## config.mk

```make
export PLATFORM = sky130hd
export DESIGN_NAME = mcu_zigzag_serializer
export DESIGN_NICKNAME = d
export VERILOG_FILES = /design/src/rtl/jpeg_pkg.sv /design/src/rtl/zz_block_reg.sv /design/src/rtl/mcu_zigzag_serializer.sv
export SDC_FILE = /design/constraint.sdc
export NUM_CORES = 1
export LEC_CHECK = 0
export ABC_CLOCK_PERIOD_IN_PS = 20700
export CELL_PAD_IN_SITES_DETAIL_PLACEMENT = 1
export CELL_PAD_IN_SITES_GLOBAL_PLACEMENT = 1
export CORE_AREA = 2 2 311 313
export CTS_CLUSTER_SIZE = 14
export DETAILED_ROUTE_END_ITERATION = 8
export DIE_AREA = 0 0 313 315
export GPL_ROUTABILITY_DRIVEN = 0
export GPL_TIMING_DRIVEN = 0
export PLACE_DENSITY = 0.75
export SLEW_MARGIN = 20
export SYNTH_ARGS = -nofsm -noshare
export SYNTH_HDL_FRONTEND = slang
export SYNTH_SLANG_ARGS = --single-unit
export TNS_END_PERCENT = 10
```

## constraint.sdc

```tcl
create_clock -name clk -period 20.7 [get_ports clk]
set_input_delay 2.07 -clock clk [delete_from_list [all_inputs] [get_ports clk]]
set_output_delay 2.07 -clock clk [all_outputs]
set_load 0.02 [all_outputs]
```

## src/rtl/jpeg_pkg.sv

```systemverilog
// Shared definitions for the JPEG MCU zigzag serializer: zigzag coordinate
// tables, scan length and the serializer FSM state encoding.
package jpeg_pkg;

    localparam int ZZ_LEN = 64;

    typedef enum logic [1:0] {
        IDLE = 2'd0,
        REQ  = 2'd1,
        SEND = 2'd2
    } zz_state_t;

    // Row of the coefficient emitted at zigzag position k (index 0 is leftmost)
    localparam logic [0:ZZ_LEN-1][2:0] ZZ_ROW = {
        3'd0, 3'd0, 3'd1, 3'd2, 3'd1, 3'd0, 3'd0, 3'd1,
        3'd2, 3'd3, 3'd4, 3'd3, 3'd2, 3'd1, 3'd0, 3'd0,
        3'd1, 3'd2, 3'd3, 3'd4, 3'd5, 3'd6, 3'd5, 3'd4,
        3'd3, 3'd2, 3'd1, 3'd0, 3'd0, 3'd1, 3'd2, 3'd3,
        3'd4, 3'd5, 3'd6, 3'd7, 3'd7, 3'd6, 3'd5, 3'd4,
        3'd3, 3'd2, 3'd1, 3'd2, 3'd3, 3'd4, 3'd5, 3'd6,
        3'd7, 3'd7, 3'd6, 3'd5, 3'd4, 3'd3, 3'd4, 3'd5,
        3'd6, 3'd7, 3'd7, 3'd6, 3'd5, 3'd6, 3'd7, 3'd7
    };

    // Column of the coefficient emitted at zigzag position k
    localparam logic [0:ZZ_LEN-1][2:0] ZZ_COL = {
        3'd0, 3'd1, 3'd0, 3'd0, 3'd1, 3'd2, 3'd3, 3'd2,
        3'd1, 3'd0, 3'd0, 3'd1, 3'd2, 3'd3, 3'd4, 3'd5,
        3'd4, 3'd3, 3'd2, 3'd1, 3'd0, 3'd0, 3'd1, 3'd2,
        3'd3, 3'd4, 3'd5, 3'd6, 3'd7, 3'd6, 3'd5, 3'd4,
        3'd3, 3'd2, 3'd1, 3'd0, 3'd1, 3'd2, 3'd3, 3'd4,
        3'd5, 3'd6, 3'd7, 3'd7, 3'd6, 3'd5, 3'd4, 3'd3,
        3'd2, 3'd3, 3'd4, 3'd5, 3'd6, 3'd7, 3'd7, 3'd6,
        3'd5, 3'd4, 3'd5, 3'd6, 3'd7, 3'd7, 3'd6, 3'd7
    };

endpackage

```

## src/rtl/zz_block_reg.sv

```systemverilog
// One MCU-sized coefficient block register with its end-of-image flag and a
// zigzag-indexed read mux. Data is not reset; validity is tracked by the owner.
module zz_block_reg
    import jpeg_pkg::*;
#(
    parameter int MCU_SIZE  = 8,
    parameter int BIT_WIDTH = 12
) (
    input  logic                                              clk,
    input  logic                                              load,
    input  logic [0:MCU_SIZE-1][0:MCU_SIZE-1][BIT_WIDTH-1:0]  din,
    input  logic                                              last_in,
    input  logic [5:0]                                        index,
    output logic [BIT_WIDTH-1:0]                              data,
    output logic                                              last
);

    logic [0:MCU_SIZE-1][0:MCU_SIZE-1][BIT_WIDTH-1:0] blk;

    // Capture a whole block and its last-of-image flag when loaded
    always_ff @(posedge clk) begin
        if (load) begin
            blk  <= din;
            last <= last_in;
        end
    end

    assign data = blk[ZZ_ROW[index]][ZZ_COL[index]];

endmodule

```

## src/rtl/mcu_zigzag_serializer.sv

```systemverilog
// MCU zigzag serializer: pops one 8x8 coefficient block from the MCU FIFO and
// streams it in JPEG zigzag order over a valid/ready interface.
// Optional build macro ZZ_PREFETCH_EN adds a second (shadow) bank so the next
// block is fetched while the current one streams, removing the inter-block
// bubble. Banks ping-pong: "moving shadow to active" is a bank-select flip.
module mcu_zigzag_serializer
    import jpeg_pkg::*;
#(
    parameter int MCU_SIZE  = 8,
    parameter int BIT_WIDTH = 12
) (
    input  logic                                              clk,
    input  logic                                              rst,
    input  logic                                              fifo_empty,
    output logic                                              fifo_re,
    input  logic [0:MCU_SIZE-1][0:MCU_SIZE-1][BIT_WIDTH-1:0]  mcu_din,
    input  logic                                              mcu_last,
    input  logic                                              mcu_valid,
    output logic [BIT_WIDTH-1:0]                              o_data,
    output logic [5:0]                                        o_index,
    output logic                                              o_valid,
    input  logic                                              i_ready,
    output logic                                              o_eob,
    output logic                                              o_last,
    output logic                                              busy
);

    localparam logic [1:0] ST_IDLE = IDLE;
    localparam logic [1:0] ST_REQ  = REQ;
    localparam logic [1:0] ST_SEND = SEND;

    if (MCU_SIZE != 8) begin : g_bad_mcu_size
        $error("mcu_zigzag_serializer: MCU_SIZE must be 8 (zigzag table is fixed)");
    end

    logic [1:0]           state;
    logic [5:0]           k;
    logic                 beat;
    logic                 blk_end;
    logic                 cap_window;
    logic                 cap;
    logic [BIT_WIDTH-1:0] data0;
    logic                 last0;

    assign beat    = (state == ST_SEND) && i_ready;
    assign blk_end = beat && (k == 6'd63);
    assign cap     = mcu_valid && cap_window;
    assign o_valid = (state == ST_SEND);
    assign o_index = k;
    assign o_eob   = o_valid && (k == 6'd63);

`ifdef ZZ_PREFETCH_EN
    logic                 act_sel;
    logic                 shadow_valid;
    logic                 pend;
    logic                 load_bank;
    logic [BIT_WIDTH-1:0] data1;
    logic                 last1;

    assign cap_window = (state == ST_REQ) || ((state == ST_SEND) && pend);
    assign fifo_re    = !rst && !fifo_empty &&
                        ((state == ST_IDLE) || ((state == ST_SEND) && !shadow_valid && !pend));
    // During SEND new data lands in the idle bank, except when the shadow is
    // handed over this same cycle: then the bank being freed takes it.
    assign load_bank  = ((state == ST_SEND) && !(blk_end && shadow_valid)) ? ~act_sel : act_sel;

    zz_block_reg #(.MCU_SIZE(MCU_SIZE), .BIT_WIDTH(BIT_WIDTH)) u_bank0 (
        .clk(clk), .load(cap && !load_bank), .din(mcu_din), .last_in(mcu_last),
        .index(k), .data(data0), .last(last0)
    );
    zz_block_reg #(.MCU_SIZE(MCU_SIZE), .BIT_WIDTH(BIT_WIDTH)) u_bank1 (
        .clk(clk), .load(cap && load_bank), .din(mcu_din), .last_in(mcu_last),
        .index(k), .data(data1), .last(last1)
    );

    assign o_data = act_sel ? data1 : data0;
    assign o_last = o_eob && (act_sel ? last1 : last0);
    assign busy   = (state != ST_IDLE) || shadow_valid;

    // Sequencing FSM, zigzag counter, bank select and prefetch bookkeeping
    always_ff @(posedge clk) begin
        if (rst) begin
            state        <= ST_IDLE;
            k            <= 6'd0;
            act_sel      <= 1'b0;
            shadow_valid <= 1'b0;
            pend         <= 1'b0;
        end else begin
            if (cap)
                pend <= 1'b0;
            else if (fifo_re && (state == ST_SEND))
                pend <= 1'b1;

            case (state)
                ST_IDLE: if (fifo_re) state <= ST_REQ;
                ST_REQ: begin
                    if (cap) begin
                        state <= ST_SEND;
                        k     <= 6'd0;
                    end
                end
                ST_SEND: begin
                    if (blk_end) begin
                        k <= 6'd0;
                        if (shadow_valid || cap) begin
                            act_sel      <= ~act_sel;
                            shadow_valid <= shadow_valid && cap;
                        end else if (pend || fifo_re) begin
                            state <= ST_REQ;
                        end else begin
                            state <= ST_IDLE;
                        end
                    end else begin
                        if (beat) k <= k + 6'd1;
                        if (cap) shadow_valid <= 1'b1;
                    end
                end
                default: state <= ST_IDLE;
            endcase
        end
    end
`else
    assign cap_window = (state == ST_REQ);
    assign fifo_re    = !rst && !fifo_empty && (state == ST_IDLE);

    zz_block_reg #(.MCU_SIZE(MCU_SIZE), .BIT_WIDTH(BIT_WIDTH)) u_bank0 (
        .clk(clk), .load(cap), .din(mcu_din), .last_in(mcu_last),
        .index(k), .data(data0), .last(last0)
    );

    assign o_data = data0;
    assign o_last = o_eob && last0;
    assign busy   = (state != ST_IDLE);

    // Sequencing FSM and zigzag counter for the single-bank build
    always_ff @(posedge clk) begin
        if (rst) begin
            state <= ST_IDLE;
            k     <= 6'd0;
        end else begin
            case (state)
                ST_IDLE: if (fifo_re) state <= ST_REQ;
                ST_REQ: begin
                    if (cap) begin
                        state <= ST_SEND;
                        k     <= 6'd0;
                    end
                end
                ST_SEND: begin
                    if (blk_end) begin
                        state <= ST_IDLE;
                        k     <= 6'd0;
                    end else if (beat) begin
                        k <= k + 6'd1;
                    end
                end
                default: state <= ST_IDLE;
            endcase
        end
    end
`endif

    // FIFO data arriving while no request is outstanding is a protocol error
    a_mcu_valid_window: assert property (@(posedge clk) disable iff (rst) mcu_valid |-> cap_window);

endmodule

```

==> flow_summary_export.csv <==
group,metric,value,unit
clock_tree,clkLatencyLatePin,0.66,ns
yosys,syn_area,0.0310,sq mm
setup_path,cp.arrival,6.55,ns
yosys,synth_top_area_share,74.4,%
placement,hpwl,94200,um
timing,setup-violations-final,0,
global_routing,grt_overflow,0,
global_routing,grt_pass1_wl,164000,um
setup_path,crit_required,18.63,ns
yosys,syn-num-nets,2415,
clock_tree,cts_sinks,777,
setup_path,crit_family,"buffers and inverters",
timing,hold_viol,0,
clock_tree,cts.path.max_buffers,3,
yosys,synth_edf_count,769,
setup_path,start_kind,"flip-flop",
yosys,async_reset_ff_share,0,%
clock_tree,cts_tree,"yes",
routing,wl,121000,um
timing,fin_hold_ws,0.580,ns
floorplanning,die_y,315,um
floorplanning,start_util,32.4,%
finish,multi_input_area,0.00720,sq mm
timing,min_period,8.62,ns
run_status,outcome,"complete, no violations",
timing,final.setup_skew,0.0197,ns
floorplanning,io_pins,797,
job,max-cap-violations,0,
routing,ant_nets,0,
finish,ff_latch_area,0.0233,sq mm
setup_path,crit_path_end_kind,"output port",
yosys,ys_seq_area_share,74.9,%
timing,rsz0062_at_grt,"false",
floorplanning,placementRows,114,
clock_tree,cts_resized,0,
power_and_ir_drop,vdd_drop_max,0.0578,mV
routing,via_per_inst,5.05,
clock_tree,cts_buffers,87,
placement,numPortBuffers,795,
yosys,syn_area_per_cell,19.1,sq um
finish,syn2layout_area_growth,40.8,%
finish,nNetsFinal,3315,
yosys,synth_area_leaders,"edfxtp_1, mux4_2, mux2i_1",
global_routing,antenna_found_initial,35,
finish,final_common_cell,"clkdlybuf4s50_1",
floorplanning,die_area,0.0986,sq mm
setup_path,max_stage_delay,0.80,ns
setup_path,path_max_fanout,10,
clock_tree,cts_setup_buffers,0,
setup_path,critPathKind,"reg -> out",
yosys,syn_inst,1621,
yosys,yosysUniqueCellTypes,55,
yosys,yosysWarnings,0,
power_and_ir_drop,power_density,84.2,mW/mm^2
setup_path,crit_chain,"buf_2 > inv_1 > ha_1 > clkbuf_1 > nor2_1 > a21oi_1 > o311ai_1 > nand2_2 > buf_12 > buf_4 > buf_4 > nand2_1 > clkbuf_1 > o221ai_1 > a211oi_1 > o22ai_1 > clkdlybuf4s50_1",
finish,final_cell_mix,"clkdlybuf4s50_1, edfxtp_1, mux2i_1, nand2_1, mux4_2",
clock_tree,cts_hold_buf,0,
routing,avgRoutedWirePerCell,31.2,um
timing,clock.fmax,116,MHz
timing,relSlewSlack,25.2,%
clock_tree,clock-root-buffer,"clkbuf_16",
finish,design_area,0.0437,sq mm
routing,drtPass1Iterations,7,
setup_path,cp.buffers_inverters,8,
timing,period_share,41.6,%
routing,drc,0,
timing,worst_slew_pin_slew,1.12,ns
routing,dr_total_vias,19636,
finish,filler_cell_count,9197,
finish,layout-drive-gt1-share,13.3,%
floorplanning,die_w,313,um
timing,slew_viol_final,0,
floorplanning,core,0.0957,sq mm
yosys,synth_ff_type,"edfxtp_1",
routing,drtIter0Drc,1701,
clock_tree,ctsHtreeMaxLevel,3,
placement,placed_cell_area,0.0410,sq mm
global_routing,grt_pass1_vias,21471,
yosys,yosys_register_bits,777,
setup_path,cpMaxStageDelayCell,"a211oi_1",
hold_path,hold_class,"reg -> reg",
yosys,synth_area_leader_cell,"edfxtp_1",
power_and_ir_drop,p_leak,0.0154,uW
global_routing,track_usage,24.1,%
clock_tree,clk_pin_slew,0.06,ns
global_routing,grt_max_degree,65,
[worst paths after layout]
check | start | to | slack, ns | depth (start not counted)
hold reg to reg | state[0] | state[0] | 0.58 | 2
setup / recovery | o_index[0] | o_data[4] | 12.08 | 17
setup reg to reg | state[1] | u_bank0.blk[522] | 17.12 | 9
hold / removal | state[0] | state[0] | 0.58 | 2
[tightest hold or removal path, cell delays in order, from the launching register on]
cell      delay, ns
dfxtp_1        0.35
nor2_1         0.12
a211oi_1       0.06
[metrics by stage]
step	total power, uW	setup slack [ns]	utilization, %	instances	TNS (ns)
4_1_cts	3710	11.91	45.6	3859	0
3_3_place_gp	2340	-5.92	42.4	3692	-4440.56
5_1_grt	3790	11.75	45.6	3887	0
2_1_floorplan	2100	0.299	-	1621	0
3_5_place_dp	2240	12.65	42.8	3708	0
6_report	3680	12.08	45.6	3888	0
[registers in the layout (all words and copies together), names as in the netlist]
signal	cells
state	2
u_bank0.last	1
u_bank0.blk	768
o_index	6
[cell usage after synthesis, types with 3 or more instances]
library cell,instances
a22o_1,11
edfxtp_1,769
buf_6,7
clkbuf_1,31
nand3_1,22
buf_2,33
mux2_2,42
nand2_1,107
nor2b_1,7
a211o_1,12
buf_1,5
o22ai_1,12
nor2_1,34
o211ai_1,5
nor3_1,7
dfxtp_1,8
mux4_2,106
and2_1,5
a21oi_1,39
o31ai_1,3
a31oi_1,15
inv_1,9
o21ai_0,9
o221ai_1,24
nand2b_1,4
a211oi_1,15
ha_1,20
a22oi_1,26
mux2i_1,191
buf_4,13
[cell type report]
cell class / instances / share of cell area [%]
flip-flops and latches: 777 / 53.2
repair buffers: 811 / 19.1
multi-input cells: 739 / 16.5
clock buffers: 106 / 5.20
well taps: 1276 / 3.65
plain buffers: 95 / 1.29
clock inverters: 45 / 0.828
diodes: 29 / 0.166
inverters: 10 / 0.0859
[report_power, final]
| group | internal [uW] | total, uW | switching (uW) |
|---|---|---|---|
| Clock | 829 | 1470 | 640 |
| Sequential | 1850 | 1890 | 32.3 |
| Combinational | 183 | 321 | 138 |
[logic make-up after synthesis]
| logic type | after synthesis | share of synthesized area (%) |
|---|---|---|
| AND/OR/NAND/NOR | 194 | 2.69 |
| multiplexers | 339 | 15.4 |
| adder cells (fa/ha/maj) | 20 | 0.806 |
| AO/OA/AOI/OAI | 184 | 4.21 |
| XOR/XNOR | 2 | 0.0565 |
| buffers and inverters | 105 | 1.93 |
| flip-flops | 777 | 74.9 |
[metal layers]
layer  GRT usage, %  part of all wire [%]
met5              0                 0.077
met4           9.10                   3.1
met3           6.87                   7.6
met2           40.5                    50
met1           29.3                    39
(Power assumes the default switching activity.)
